`src/rtl/ift_mon_pkg.sv`:
```
// Shared types and helpers for the taint monitor: FSM states, the event
// record layout, and a width-aware saturating increment.
package ift_mon_pkg;

    localparam int DW_DEF = 2;
    localparam int TW_DEF = 32;
    localparam int CW_DEF = 16;

    typedef enum logic {
        IDLE  = 1'b0,
        ARMED = 1'b1
    } state_t;

    // Field order matches the {ts, Q, Q_t} packing used on EV_DATA.
    typedef struct packed {
        logic [CW_DEF-1:0] ts;
        logic [DW_DEF-1:0] q;
        logic [TW_DEF-1:0] q_t;
    } ift_event_t;

    // Increment v, holding at the all-ones value of a w-bit field (w <= 32).
    function automatic logic [31:0] sat_inc(input logic [31:0] v, input int unsigned w);
        logic [31:0] lim;
        lim = (w >= 32) ? 32'hFFFF_FFFF : ((32'd1 << w) - 32'd1);
        return (v >= lim) ? v : v + 32'd1;
    endfunction

endpackage

```
`src/rtl/ift_event_fifo.sv`:
```
// Event FIFO with extra-MSB pointers; a push into a full FIFO only lands
// when a pop happens in the same cycle, otherwise it is reported as dropped.
module ift_event_fifo
    import ift_mon_pkg::*;
#(
    parameter int W     = 50,
    parameter int DEPTH = 4
) (
    input  logic         CLK,
    input  logic         ARST,
    input  logic         push,
    input  logic [W-1:0] din,
    input  logic         ready,
    output logic         valid,
    output logic [W-1:0] dout,
    output logic         full,
    output logic         drop
);

    localparam int AW = $clog2(DEPTH);

    logic [W-1:0] mem [DEPTH];
    logic [AW:0]  wr_ptr;
    logic [AW:0]  rd_ptr;
    logic         empty;
    logic         pop;
    logic         wr_en;

    assign empty = (wr_ptr == rd_ptr);
    assign full  = (wr_ptr[AW] != rd_ptr[AW]) && (wr_ptr[AW-1:0] == rd_ptr[AW-1:0]);
    assign valid = !empty;
    assign pop   = valid && ready;
    assign wr_en = push && (!full || pop);
    assign drop  = push && full && !pop;
    assign dout  = mem[rd_ptr[AW-1:0]];

    always_ff @(posedge CLK or negedge ARST) begin
        if (!ARST) begin
            wr_ptr <= '0;
            rd_ptr <= '0;
            for (int i = 0; i < DEPTH; i++) mem[i] <= '0;
        end else begin
            if (wr_en) begin
                mem[wr_ptr[AW-1:0]] <= din;
                wr_ptr              <= wr_ptr + 1'b1;
            end
            if (pop) rd_ptr <= rd_ptr + 1'b1;
        end
    end

endmodule

```
`src/rtl/ift_taint_monitor.sv`:
```
// Observer for an IFT-instrumented register stage: accumulates taint stats
// while armed and queues {ts, Q, Q_t} whenever the taint label changes.
module ift_taint_monitor
    import ift_mon_pkg::*;
#(
    parameter int DW    = 2,
    parameter int TW    = 32,
    parameter int CW    = 16,
    parameter int DEPTH = 4
) (
    input  logic             CLK,
    input  logic             ARST,
    input  logic             START,
    input  logic             STOP,
    input  logic [DW-1:0]    Q,
    input  logic [TW-1:0]    Q_t,
    output logic             EV_VALID,
    input  logic             EV_READY,
    output logic [CW+DW+TW-1:0] EV_DATA,
    output logic [TW-1:0]    TAINT_ACC,
    output logic [CW-1:0]    TAINT_CNT,
    output logic [CW-1:0]    FIRST_TS,
    output logic             FIRST_SEEN,
    output logic             OVERFLOW,
    output logic             BUSY
);

    state_t        state_q, state_d;
    logic [CW-1:0] ts;
    logic [TW-1:0] prev_t;
    logic          sample;
    logic          push;
    logic          drop;
    logic          full;

    always_ff @(posedge CLK or negedge ARST) begin
        if (!ARST) state_q <= IDLE;
        else       state_q <= state_d;
    end

    always_comb begin
        state_d = state_q;
        if (START)                      state_d = ARMED;
        else if (STOP && state_q == ARMED) state_d = IDLE;
    end

    assign BUSY = (state_q == ARMED);

    // START and STOP cycles both suppress sampling.
    assign sample = (state_q == ARMED) && !START && !STOP;
    assign push   = sample && (Q_t != prev_t);

    always_ff @(posedge CLK or negedge ARST) begin
        if (!ARST) begin
            ts         <= '0;
            prev_t     <= '0;
            TAINT_ACC  <= '0;
            TAINT_CNT  <= '0;
            FIRST_TS   <= '0;
            FIRST_SEEN <= 1'b0;
            OVERFLOW   <= 1'b0;
        end else if (START) begin
            ts         <= '0;
            prev_t     <= '0;
            TAINT_ACC  <= '0;
            TAINT_CNT  <= '0;
            FIRST_TS   <= '0;
            FIRST_SEEN <= 1'b0;
            OVERFLOW   <= 1'b0;
        end else if (sample) begin
            ts        <= CW'(sat_inc(32'(ts), CW));
            prev_t    <= Q_t;
            TAINT_ACC <= TAINT_ACC | Q_t;
            if (|Q_t) begin
                TAINT_CNT <= CW'(sat_inc(32'(TAINT_CNT), CW));
                if (!FIRST_SEEN) begin
                    FIRST_SEEN <= 1'b1;
                    FIRST_TS   <= ts;
                end
            end
            if (drop) OVERFLOW <= 1'b1;
        end
    end

    ift_event_fifo #(
        .W     (CW + DW + TW),
        .DEPTH (DEPTH)
    ) u_fifo (
        .CLK   (CLK),
        .ARST  (ARST),
        .push  (push),
        .din   ({ts, Q, Q_t}),
        .ready (EV_READY),
        .valid (EV_VALID),
        .dout  (EV_DATA),
        .full  (full),
        .drop  (drop)
    );

endmodule

```
`config.mk`:
```
export PLATFORM = sky130hd
export DESIGN_NAME = ift_taint_monitor
export DESIGN_NICKNAME = d
export VERILOG_FILES = /design/src/rtl/ift_mon_pkg.sv /design/src/rtl/ift_event_fifo.sv /design/src/rtl/ift_taint_monitor.sv
export SDC_FILE = /design/constraint.sdc
export NUM_CORES = 1
export LEC_CHECK = 0
export BUFFER_PORTS_ARGS = -buffer_cell sky130_fd_sc_hd__buf_4
export CORE_MARGIN = 2
export CORE_UTILIZATION = 55
export DETAILED_ROUTE_END_ITERATION = 7
export PLACE_DENSITY_LB_ADDON = 0.05
export RECOVER_POWER = 100
export SYNTH_ARGS = -nofsm -noshare
export SYNTH_HDL_FRONTEND = slang
export SYNTH_SLANG_ARGS = --single-unit
```
`constraint.sdc`:
```
create_clock -name CLK -period 2.39 [get_ports CLK]
set_input_delay 0.478 -clock CLK [delete_from_list [all_inputs] [get_ports CLK]]
set_output_delay 0.478 -clock CLK [all_outputs]
set_load 0.005 [all_outputs]
```
==> impl_metrics.toml <==
[status]
status = "finished, violations left"
violations = "setup timing"

[power]
ir_drop_mv = 0.966
clkPwrFrac_pct = 28.8
p_leak_uw = 0.00815
seqPwrFrac_pct = 39.0
power_density_nw_per_um2 = 1070
p_total_uw = 19200
cell_internal_pwr_uw = 14100
power.share.combinational_pct = 32.2
swShare_pct = 27.0
p_sw_uw = 5200

[timing]
slew_headroom_pct = 8.83
setup_viol = 34
final-hold-violation-count = 0
holdWs_ns = 0.227
period_needed_ns = 2.43
skew_ns = 0.0133
max_freq_mhz = 412
period_share_pct = 102
worstMarginPinSlew_ns = 1.37
slew_viol_final = 0
rsz0062_at_grt = "true"
finalWorstSetupSlack_ns = -0.0382

[worst_setup_path]
end_kind = "output port"
reg2regPathDepth = 7
critPathKind = "reg -> out"
critical_path_arrival_ns = 1.95
start_kind = "register"
reg2reg_slack_ns = 0.14
cp.required_ns = 1.91
cp_max_fo = 8

[synthesis]
synth_flop_cell = "dfrtp_1"
synth_area_leaders = "dfrtp_1 56%, mux2_2 13%, mux4_2 7.9%"
synth.most_common_cell = "dfrtp_1"
netlist_area_um2 = 14300
yosys.area.top_type_share_pct = 56.3
ys_types = 47
synth_cells = 1066
synth_edf_count = 0
synth_common_cells = "321 x dfrtp_1, 167 x mux2_2, 72 x inv_1"
synth_top_cell_by_area = "dfrtp_1"
ys_async_sr_fraction_pct = 100
synth_fp_nets = 1112
syn_avg_cell_area_um2 = 13.4
ys_warn_count = 0
seq_area_frac_synth_pct = 56.3
ys_ff_latch = 321

[placement]
dp_hpwl_mm = 22.1
post-place-ws_ns = -0.113
portBuffers = 156
place_congestion = 0.783
placed_area_um2 = 16400
dp.cells = 1560

[floorplanning]
placement_rows = 58
io_pins = 157
core_um2 = 25300
fp.dieH_um = 165
die-area_um2 = 27200
fp.dieW_um = 165
start_util_pct = 56.3

[run]
max-cap-violations = 0

[grt]
grt_usage_pct = 26.0
grt_pass1_vias = 9710
antenna_found_initial = 0
overflow = 0
grt_start_max_net_pins = 60
grt_first_pass_wirelength_mm = 54.3

[detailed_routing]
dr.pass1.iters = 5
vias_per_cell = 5.73
drcViolationCount = 0
ant_nets = 0
dr_total_vias = 9327
routed_wl_mm = 34.6
drtIter0Drc = 533
wl_per_cell_um = 21.2

[finish]
n_antenna_cell = 0
syn2layout_area_growth_pct = 25.8
fillCellCount = 1811
layout.nets = 1325
stdcell_area_um2 = 17900
drive_gt1_share_pct = 40.0
stdcell_count = 1629

[hold_path]
hp-class = "in -> reg"
hold_depth = 2

[clocking]
clock_sinks = 321
htree_levels = 2
cts_inserted_buffers = 36
cts_tree = "built"
clock_latency_ns = 0.51
clock_path_buffers = 3
cts.clk_slew.worst_paths_ns = 0.06
clockRootBuffer = "clkbuf_16"
routing by layer:
layer	track usage, %	wire length (um)
met5	0	0
met4	8.10	836
met3	3.57	1610
met2	42.8	16900
met1	36.2	15300
placed cells by master (no fill, tap or decap), drive strengths merged, types with 2 or more instances in the layout:
| cell | n |
|---|---|
| o21ai | 71 |
| a211oi | 3 |
| a21o | 2 |
| nand3 | 10 |
| or4 | 8 |
| a22o | 15 |
| dfrtp | 321 |
| and2 | 2 |
| ha | 7 |
| a21oi | 23 |
| or3 | 4 |
| o2111ai | 3 |
| mux2 | 210 |
| inv | 72 |
| nor3 | 5 |
| bufinv | 4 |
| a31o | 3 |
| nand4 | 22 |
| nor2b | 9 |
| or2 | 2 |
| o31ai | 8 |
| xnor2 | 43 |
| nor2 | 28 |
| nor4 | 11 |
| nand2 | 41 |
| clkbuf | 59 |
| nand2b | 8 |
| a32o | 2 |
| and3 | 4 |
| mux4 | 50 |
| buf | 234 |
| xor2 | 2 |
what timing repair did:
action,4_1_cts,5_1_grt
setup buffers,2,2
hold buffers,1,0
pin swaps,0,0
gates cloned,2,4
setup endpoints to repair,47,50
endpoints found under the hold margin,40,0
gates resized for setup,40,13
per-stage QoR:
stage                     utilization (%)  TNS (ns)
final                                70.8    -0.543
after global routing                 70.8     -2.58
after CTS                            70.4     -2.17
after detailed placement             64.8     -4.53
after global placement               64.8     -1.43
after floorplan                         -         0
area by class of cell:
cell class | instances | area (um^2) | share of cell area [%]
Tap cell | 330 | 413 | 2.30
Clock inverter | 6 | 133 | 0.740
Multi-Input combinational cell | 606 | 5710 | 31.8
Sequential cell | 321 | 8040 | 44.8
Clock buffer | 52 | 1040 | 5.81
Timing Repair Buffer | 242 | 2330 | 13.0
Inverter | 72 | 270 | 1.51
logic make-up (layout without fill, tap and decap cells):
group	Yosys count	in the layout	share of synthesized area, %
compound gates	133	133	5.69
xor+xnor	45	45	2.76
fa+ha+maj	7	7	0.614
buf+inv	139	372	3.94
flops	321	321	56.3
mux	261	261	24.6
simple gates	160	160	6.09
worst max-delay path, cell delays in order (launching register included):
cell     delay, ns
dfrtp_4       0.46
buf_12        0.14
buf_16        0.14
mux4_2        0.55
buf_6         0.14
power groups by stage:
stage | Clock (uW) | Sequential [uW] | Combinational [uW]
finish | 5540 | 7500 | 6200
global route | 5870 | 7650 | 6640
CTS | 5630 | 7490 | 5920
detailed placement | 0 | 7550 | 5340
global placement | 0 | 7490 | 5260
floorplan | 0 | 7290 | 3260
final timing paths:
path                                   from              end
setup / recovery           u_fifo.rd_ptr[0]      EV_DATA[18]
hold / removal                         Q[1]   u_fifo.mem[33]
setup reg to reg           u_fifo.rd_ptr[0]    u_fifo.mem[4]
hold reg to reg              u_fifo.mem[90]   u_fifo.mem[90]
max in group asynchronous              ARST     TAINT_ACC[0]
min in group asynchronous              ARST  u_fifo.mem[197]
sequential cells by signal, indices dropped and copies added (netlist names):
| signal | cells |
|---|---|
| u_fifo.mem | 200 |
| TAINT_ACC | 32 |
| prev_t | 32 |
| FIRST_TS | 16 |
| TAINT_CNT | 16 |
| ts | 16 |
| u_fifo.rd_ptr | 3 |
| u_fifo.wr_ptr | 3 |
| BUSY | 1 |
| FIRST_SEEN | 1 |
| OVERFLOW | 1 |
No activity file was read; power rests on OpenSTA's default activity.
